### config.mk
export PLATFORM = sky130hd
export DESIGN_NAME = stopwatch_counter
export DESIGN_NICKNAME = d
export VERILOG_FILES = /design/src/rtl/stopwatch_counter.sv
export SDC_FILE = /design/constraint.sdc
export NUM_CORES = 1
export LEC_CHECK = 0
export ABC_CLOCK_PERIOD_IN_PS = 4200
export BUFFER_PORTS_ARGS = -buffer_cell sky130_fd_sc_hd__buf_2
export CAP_MARGIN = 10
export CELL_PAD_IN_SITES_DETAIL_PLACEMENT = 1
export CELL_PAD_IN_SITES_GLOBAL_PLACEMENT = 1
export CORE_AREA = 5 5 78 80
export DETAILED_ROUTE_END_ITERATION = 8
export DIE_AREA = 0 0 83 85
export PLACE_DENSITY_LB_ADDON = 0.1
export SLEW_MARGIN = 30
export SYNTH_ARGS = -nofsm -noshare
export SYNTH_HDL_FRONTEND = slang
export SYNTH_SLANG_ARGS = --single-unit
### constraint.sdc
create_clock -name clk -period 4.2 [get_ports clk]
set_input_delay 0.21 -clock clk [delete_from_list [all_inputs] [get_ports clk]]
set_output_delay 0.21 -clock clk [all_outputs]
set_load 0.02 [all_outputs]
### src/rtl/stopwatch_counter.sv
// ---------------------------------------------------------------------------
// stopwatch_counter
//   Start/stop stopwatch with a 0.1 s resolution and a range of 0:00.0..9:59.9.
//   The prescaler divides clk by TICK_DIV to make the 0.1 s step. A BCD digit
//   chain advances on each step and rolls over from 9:59.9 to 0:00.0.
//
// Parameters
//   TICK_DIV   : clk cycles per 0.1 s step (2..2^24)
//
// Ports
//   clk        : in  clock; all state changes on its rising edge
//   reset      : in  asynchronous active-high reset
//   start_stop : in  debounced button level; only its rising edge has an effect
//   clear      : in  synchronous; forces IDLE and zero, and wins over a press
//   tenths     : out BCD 0..9
//   sec_ones   : out BCD 0..9
//   sec_tens   : out BCD 0..5
//   minutes    : out BCD 0..9
//   running    : out high while in RUNNING
//   wrap       : out one-cycle pulse on the 9:59.9 -> 0:00.0 rollover
// ---------------------------------------------------------------------------
module stopwatch_counter #(
    parameter int unsigned TICK_DIV = 10000000
) (
    input  logic       clk,
    input  logic       reset,
    input  logic       start_stop,
    input  logic       clear,
    output logic [3:0] tenths,
    output logic [3:0] sec_ones,
    output logic [3:0] sec_tens,
    output logic [3:0] minutes,
    output logic       running,
    output logic       wrap
);

    typedef enum logic [1:0] {
        IDLE    = 2'd0,
        RUNNING = 2'd1,
        PAUSED  = 2'd2
    } state_t;

    localparam logic [23:0] LAST = 24'(TICK_DIV - 1);

    state_t      state_q, state_d;
    logic        ss_q;
    logic        press;
    logic        tick;
    logic [23:0] presc, presc_d;
    logic [3:0]  t_d, so_d, st_d, m_d;
    logic        wrap_d;

    // State register
    always_ff @(posedge clk or posedge reset) begin
        if (reset) state_q <= IDLE;
        else       state_q <= state_d;
    end

    // Next state, prescaler and digit chain
    always_comb begin
        state_d = state_q;
        presc_d = presc;
        t_d     = tenths;
        so_d    = sec_ones;
        st_d    = sec_tens;
        m_d     = minutes;
        wrap_d  = 1'b0;

        // A press needs the previous registered level to be low, so a held
        // button gives exactly one event.
        press = start_stop & ~ss_q;
        tick  = (state_q == RUNNING) && (presc == LAST);

        if (state_q == RUNNING) begin
            if (tick) begin
                presc_d = '0;
                // Use >= compares so an out-of-range digit cannot get stuck.
                if (tenths >= 4'd9) begin
                    t_d = 4'd0;
                    if (sec_ones >= 4'd9) begin
                        so_d = 4'd0;
                        if (sec_tens >= 4'd5) begin
                            st_d = 4'd0;
                            if (minutes >= 4'd9) m_d = 4'd0;
                            else                 m_d = minutes + 4'd1;
                        end else begin
                            st_d = sec_tens + 4'd1;
                        end
                    end else begin
                        so_d = sec_ones + 4'd1;
                    end
                end else begin
                    t_d = tenths + 4'd1;
                end
                wrap_d = (minutes >= 4'd9) && (sec_tens >= 4'd5) &&
                         (sec_ones >= 4'd9) && (tenths >= 4'd9);
            end else begin
                presc_d = presc + 24'd1;
            end
        end

        case (state_q)
            IDLE: begin
                if (press) begin
                    state_d = RUNNING;
                    presc_d = '0;
                end
            end
            RUNNING: if (press) state_d = PAUSED;
            PAUSED:  if (press) state_d = RUNNING;
            default: state_d = IDLE;
        endcase

        // Clear overrides a press and a tick in the same cycle.
        if (clear) begin
            state_d = IDLE;
            presc_d = '0;
            t_d     = 4'd0;
            so_d    = 4'd0;
            st_d    = 4'd0;
            m_d     = 4'd0;
            wrap_d  = 1'b0;
        end
    end

    // Datapath and registered outputs
    always_ff @(posedge clk or posedge reset) begin
        if (reset) begin
            ss_q     <= 1'b0;
            presc    <= '0;
            tenths   <= 4'd0;
            sec_ones <= 4'd0;
            sec_tens <= 4'd0;
            minutes  <= 4'd0;
            running  <= 1'b0;
            wrap     <= 1'b0;
        end else begin
            ss_q     <= start_stop;
            presc    <= presc_d;
            tenths   <= t_d;
            sec_ones <= so_d;
            sec_tens <= st_d;
            minutes  <= m_d;
            running  <= (state_d == RUNNING);
            wrap     <= wrap_d;
        end
    end

endmodule

# Word level (Yosys, flattened, before mapping)
# Cells that the tools add are included.
[classes]
addsub = 5
n_lt_le_gt_ge = 4
eq_ne = 4
muxes = 34
bitwise = 2
n_reduce_logical = 15
[ops]
columns = ["op", "n"]
rows = [
  ["$mux W24", 5],
  ["$mux W4", 22],
  ["$add A24 B1 Y24 const B", 1],
  ["$eq A24 B24 Y1 const B", 1],
  ["$add A4 B1 Y4 const B", 4],
  ["$ge A4 B4 Y1 const B", 3],
  ["$reduce_bool A2 Y1", 5],
  ["$mux W2", 3],
  ["$reduce_and A5 Y1", 1],
  ["$eq A2 B1 Y1 const B", 2],
  ["$ge A4 B3 Y1 const B", 1],
  ["$logic_and A1 B1 Y1", 4],
  ["$pmux W2 S2", 1],
  ["$reduce_and A4 Y1", 1],
  ["$mux W1", 3],
  ["$reduce_and A3 Y1", 1],
  ["$eq A2 B2 Y1 const B", 1],
  ["$logic_not A2 Y1", 1],
  ["$reduce_and A2 Y1", 1],
  ["$reduce_or A2 Y1", 1],
  ["$and A1 B1 Y1", 1],
  ["$not A1 Y1", 1],
]
[totals]
reg_bits = 45
output_inout_bits = 18
word_cells = 73

# Logic depth before layout (Yosys ltp)
[depth]
word_depth = 8
mapped_depth = 8
ltp_nobuf = 7

# Worst setup path after synthesis
# OpenSTA, ideal clock, no wires.
[synth_timing]
kind = "reg2reg"
startpoint = "register tenths[1]"
endpoint = "register minutes[0]"
setup_time_ns = 0.072
arrival_time_ns = 2.000
t_required_ns = 4.128
setup_slack_ns = 2.127
path_stages_with_launch = 8
cell_sequence = "dfrtp_1 > inv_1 > ha_1 > or3b_2 > and4_1 > nand4_2 > mux2_2 > nor2_1"
[synth_between]
elab_chain_len = 3
[synth_lines]
columns = ["item", "line_no", "source"]
rows = [
  ["start: declaration", "29", "output logic [3:0] tenths,"],
  ["start signal: assignment", "140", "tenths <= t_d;"],
  ["$ge A4 B4 Y1", "78", "if (tenths >= 4'd9) begin"],
  ["$reduce_bool A2 Y1 (no line)", "n/a", ""],
  ["$reduce_and A5 Y1 (no line)", "n/a", ""],
  ["end signal: assignment", "143", "minutes <= m_d;"],
  ["end: declaration", "32", "output logic [3:0] minutes,"],
]
# Every way passes these cells.
# A chain may end at the register's enable or synchronous reset.

# Worst setup path after layout
[layout_timing]
startpoint = "register presc[22]"
endpoint = "register presc[12]"
[layout_between]
elab_chain_len = 7
[layout_lines]
columns = ["item", "line_no", "source"]
rows = [
  ["start: declaration", "49", "logic [23:0] presc, presc_d;"],
  ["start signal: assignment", "139", "presc <= presc_d;"],
  ["$eq A24 B24 Y1 *", "72", "tick = (state_q == RUNNING) && (presc == LAST);"],
  ["$logic_and A1 B1 Y1 *", "72", ""],
  ["$mux W24 *", "75", "if (tick) begin"],
  ["$mux W24 *", "74", "if (state_q == RUNNING) begin"],
  ["$mux W24", "104", "if (press) begin"],
  ["$mux W24 *", "102", "case (state_q)"],
  ["$mux W24 *", "115", "if (clear) begin"],
  ["named net presc_d[12]", "49", ""],
]
# The timed path passes the listed nets; every way through them passes the cells marked *.

==> flow_summary.json <==
{
  "most-common-layout-cells": "45 x dfrtp_1, 35 x nor2_1, 23 x nand2_1, 21 x buf_2, 19 x nand3_1",
  "critPathMaxStageDelay_ns": 0.59,
  "dp_slack_ns": 1.92,
  "finalCritPeriodShare_pct": 54.4,
  "worst_slew_pin_slew_ns": 0.869,
  "grt_pass1_wl_um": 9870,
  "synthFlopType": "dfrtp_1",
  "finalSetupTns_ns": 0,
  "drc": 0,
  "syn_inst": 265,
  "area_delta_synth_final_pct": 10.5,
  "setup_violations": 0,
  "cts_tree": "done",
  "timing.hold.ws_ns": 0.0252,
  "hold-path-endpoint": "ss_q",
  "yosys_warnings": 0,
  "endpoint_kind": "register",
  "ys_ff_latch": 45,
  "clock_skew_ns": 0.00827,
  "rows": 27,
  "grt_setup_unrepaired": "false",
  "pin_count": 22,
  "power-per-cell-area_nw_per_um2": 263,
  "clk_latency_ns": 0.30,
  "hold_violations": 0,
  "h-tree-depth": 2,
  "cts.reportedPaths.clkPinSlew_ns": 0.09,
  "hp-start": "start_stop",
  "dieArea_um2": 7060,
  "arrival_ns": 2.44,
  "initial_utilization_pct": 47.5,
  "cp_num_cells": 5,
  "diodes": 0,
  "core_um2": 5340,
  "ant_nets": 0,
  "grt_overflow_total": 0,
  "grt.total_usage_pct": 16.9,
  "leakagePower_nw": 1.34,
  "syn_nets": 282,
  "synth-async-reset-ratio_pct": 100,
  "hold_depth": 1,
  "r2r_start": "presc[22]",
  "crit_family": "simple AND/OR/NAND/NOR gates",
  "cts_resized": 0,
  "clock_sinks": 45,
  "wl_per_cell_um": 15.6,
  "ir_drop_mv": 0.158,
  "via_per_inst": 5.49,
  "wl_um": 5660,
  "die_h_um": 85,
  "grt_max_degree": 46,
  "drive_above_1_share_pct": 16.2,
  "yosysSeqAreaShare_pct": 44.4,
  "hold_class": "primary input to register",
  "max_freq_ghz": 0.438,
  "grt_pass1_vias": 2061,
  "maxSlewHeadroom_pct": 41.5,
  "drtPass1Iterations": 4,
  "hpwl_um": 4050,
  "dr_total_vias": 1986,
  "final_common_cell": "dfrtp_1",
  "r2r_cells": 5,
  "fin_nets": 306,
  "critPathMaxFanout": 19,
  "slowest_stage": "nand2b_1",
  "synth_area_um2": 2540,
  "ff2ff_setup_slack_ns": 1.92,
  "cts_made_buffers": 5,
  "worst-setup-path-type": "register to register",
  "cts_root_buf": "clkbuf_8",
  "setup_slack_ns": 1.92,
  "cts_max_path_buffers": 2,
  "syn_avg_cell_area_um2": 9.57,
  "gp_congestion": 0.818,
  "required_ns": 4.35,
  "p_total_uw": 736,
  "critical_path_buf_inv_count": 0,
  "ys_types": 45,
  "antenna_found_initial": 0,
  "drt_iter0_drc": 62,
  "status": "finished clean",
  "synth_enable_flop_cells": 0,
  "r2r_end": "presc[12]",
  "die_w_um": 83,
  "slew_violations": 0,
  "cp-start-kind": "register",
  "cap_viol_max_count": 0,
  "min_period_ns": 2.28,
  "path_cells": "nor4_1 > and4_1 > nand2_4 > nand2b_1 > nor2_1",
  "numPortBuffers": 21
}
-- sequential cells by signal, summed over array words and instances, names as in the netlist --
| register | count |
|---|---|
| sec_ones | 4 |
| sec_tens | 4 |
| presc | 24 |
| wrap | 1 |
| running | 1 |
| minutes | 4 |
| ss_q | 1 |
| tenths | 4 |
| state_q | 2 |
-- report_power, final --
group | total, mW | leakage [nW] | switching (mW) | internal, mW
clock network | 0.266 | 0.0439 | 0.151 | 0.115
logic | 0.0315 | 0.670 | 0.0242 | 0.00735
registers | 0.439 | 0.625 | 0.00325 | 0.436
-- routing by layer --
layer | up-vias | GRT usage, % | share of wire [%]
li1 | 973 | - | -
met1 | 988 | 21.7 | 47
met2 | 16 | 29.2 | 50
met3 | 9 | 3.40 | 2.1
met4 | 0 | 4.61 | 1.2
met5 | - | 0 | 0
-- cell usage after synthesis, types with 2 or more instances --
library cell	number	area share [%]
a21o_1	2	0.59
a21oi_1	13	2.6
and2_1	2	0.49
and3_1	5	1.2
and4_1	4	1.4
buf_4	2	0.59
clkbuf_1	2	0.30
dfrtp_1	45	44
ha_1	13	6.4
inv_1	10	1.5
mux2_2	3	1.3
mux2i_1	2	0.79
nand2_1	23	3.4
nand2b_1	5	1.2
nand3_1	19	3.7
nand4_1	9	2.2
nor2_1	35	5.2
nor2b_1	6	1.5
nor3_1	2	0.39
nor3_4	3	1.9
nor3b_1	2	0.59
nor4_1	5	1.2
o21ai_0	10	2.0
or3_1	4	0.99
or3b_2	2	0.69
xnor2_1	2	0.69
xor2_1	17	5.9
-- through the flow --
stage | instances | utilization [%] | cell area [um2]
6_report | 362 | 52.5 | 2800
5_1_grt | 362 | 52.5 | 2800
4_1_cts | 362 | 52.5 | 2800
3_5_place_dp | 353 | 50.7 | 2710
3_3_place_gp | 353 | 50.7 | 2700
2_1_floorplan | 265 | - | 2540
-- cell families (layout without fill, tap and decap cells) --
family                     after synthesis  in the layout  share of synthesized area (%)
muxes                                    5              5                           2.12
buffers and inverters                   15             40                           2.57
DFF                                     45             45                           44.4
AOI/OAI and AO/OA                       30             30                           6.66
and+or+nand+nor                        138            138                           31.3
xor gates and xnor gates                19             19                           6.56
adders and majority gates               13             13                           6.41
-- final cells by class --
| cell class | count | area [um2] |
|---|---|---|
| Sequential cell | 45 | 1130 |
| Multi-Input combinational cell | 205 | 1350 |
| Inverter | 10 | 40.0 |
| Clock buffer | 5 | 68.8 |
| Clock inverter | 3 | 17.5 |
| Timing Repair Buffer | 22 | 115 |
| Fill cell | 654 | 2530 |
| Tap cell | 72 | 90.1 |
-- repair_timing --
action / 4_1_cts / 5_1_grt
setup buffers: 0 / 0
endpoints found under the hold margin: 45 / 0
hold buffers: 1 / 0
-- worst max path at each step --
stage,start,slack (ns),to
6_report,presc[22],1.92,presc[12]
5_1_grt,presc[0],1.70,presc[12]
4_1_cts,presc[22],1.91,presc[13]
3_5_place_dp,presc[22],1.92,presc[23]
3_3_place_gp,presc[0],1.97,presc[7]
2_1_floorplan,tenths[1],2.13,minutes[0]
Note: power is estimated with default switching activity, not from simulation.
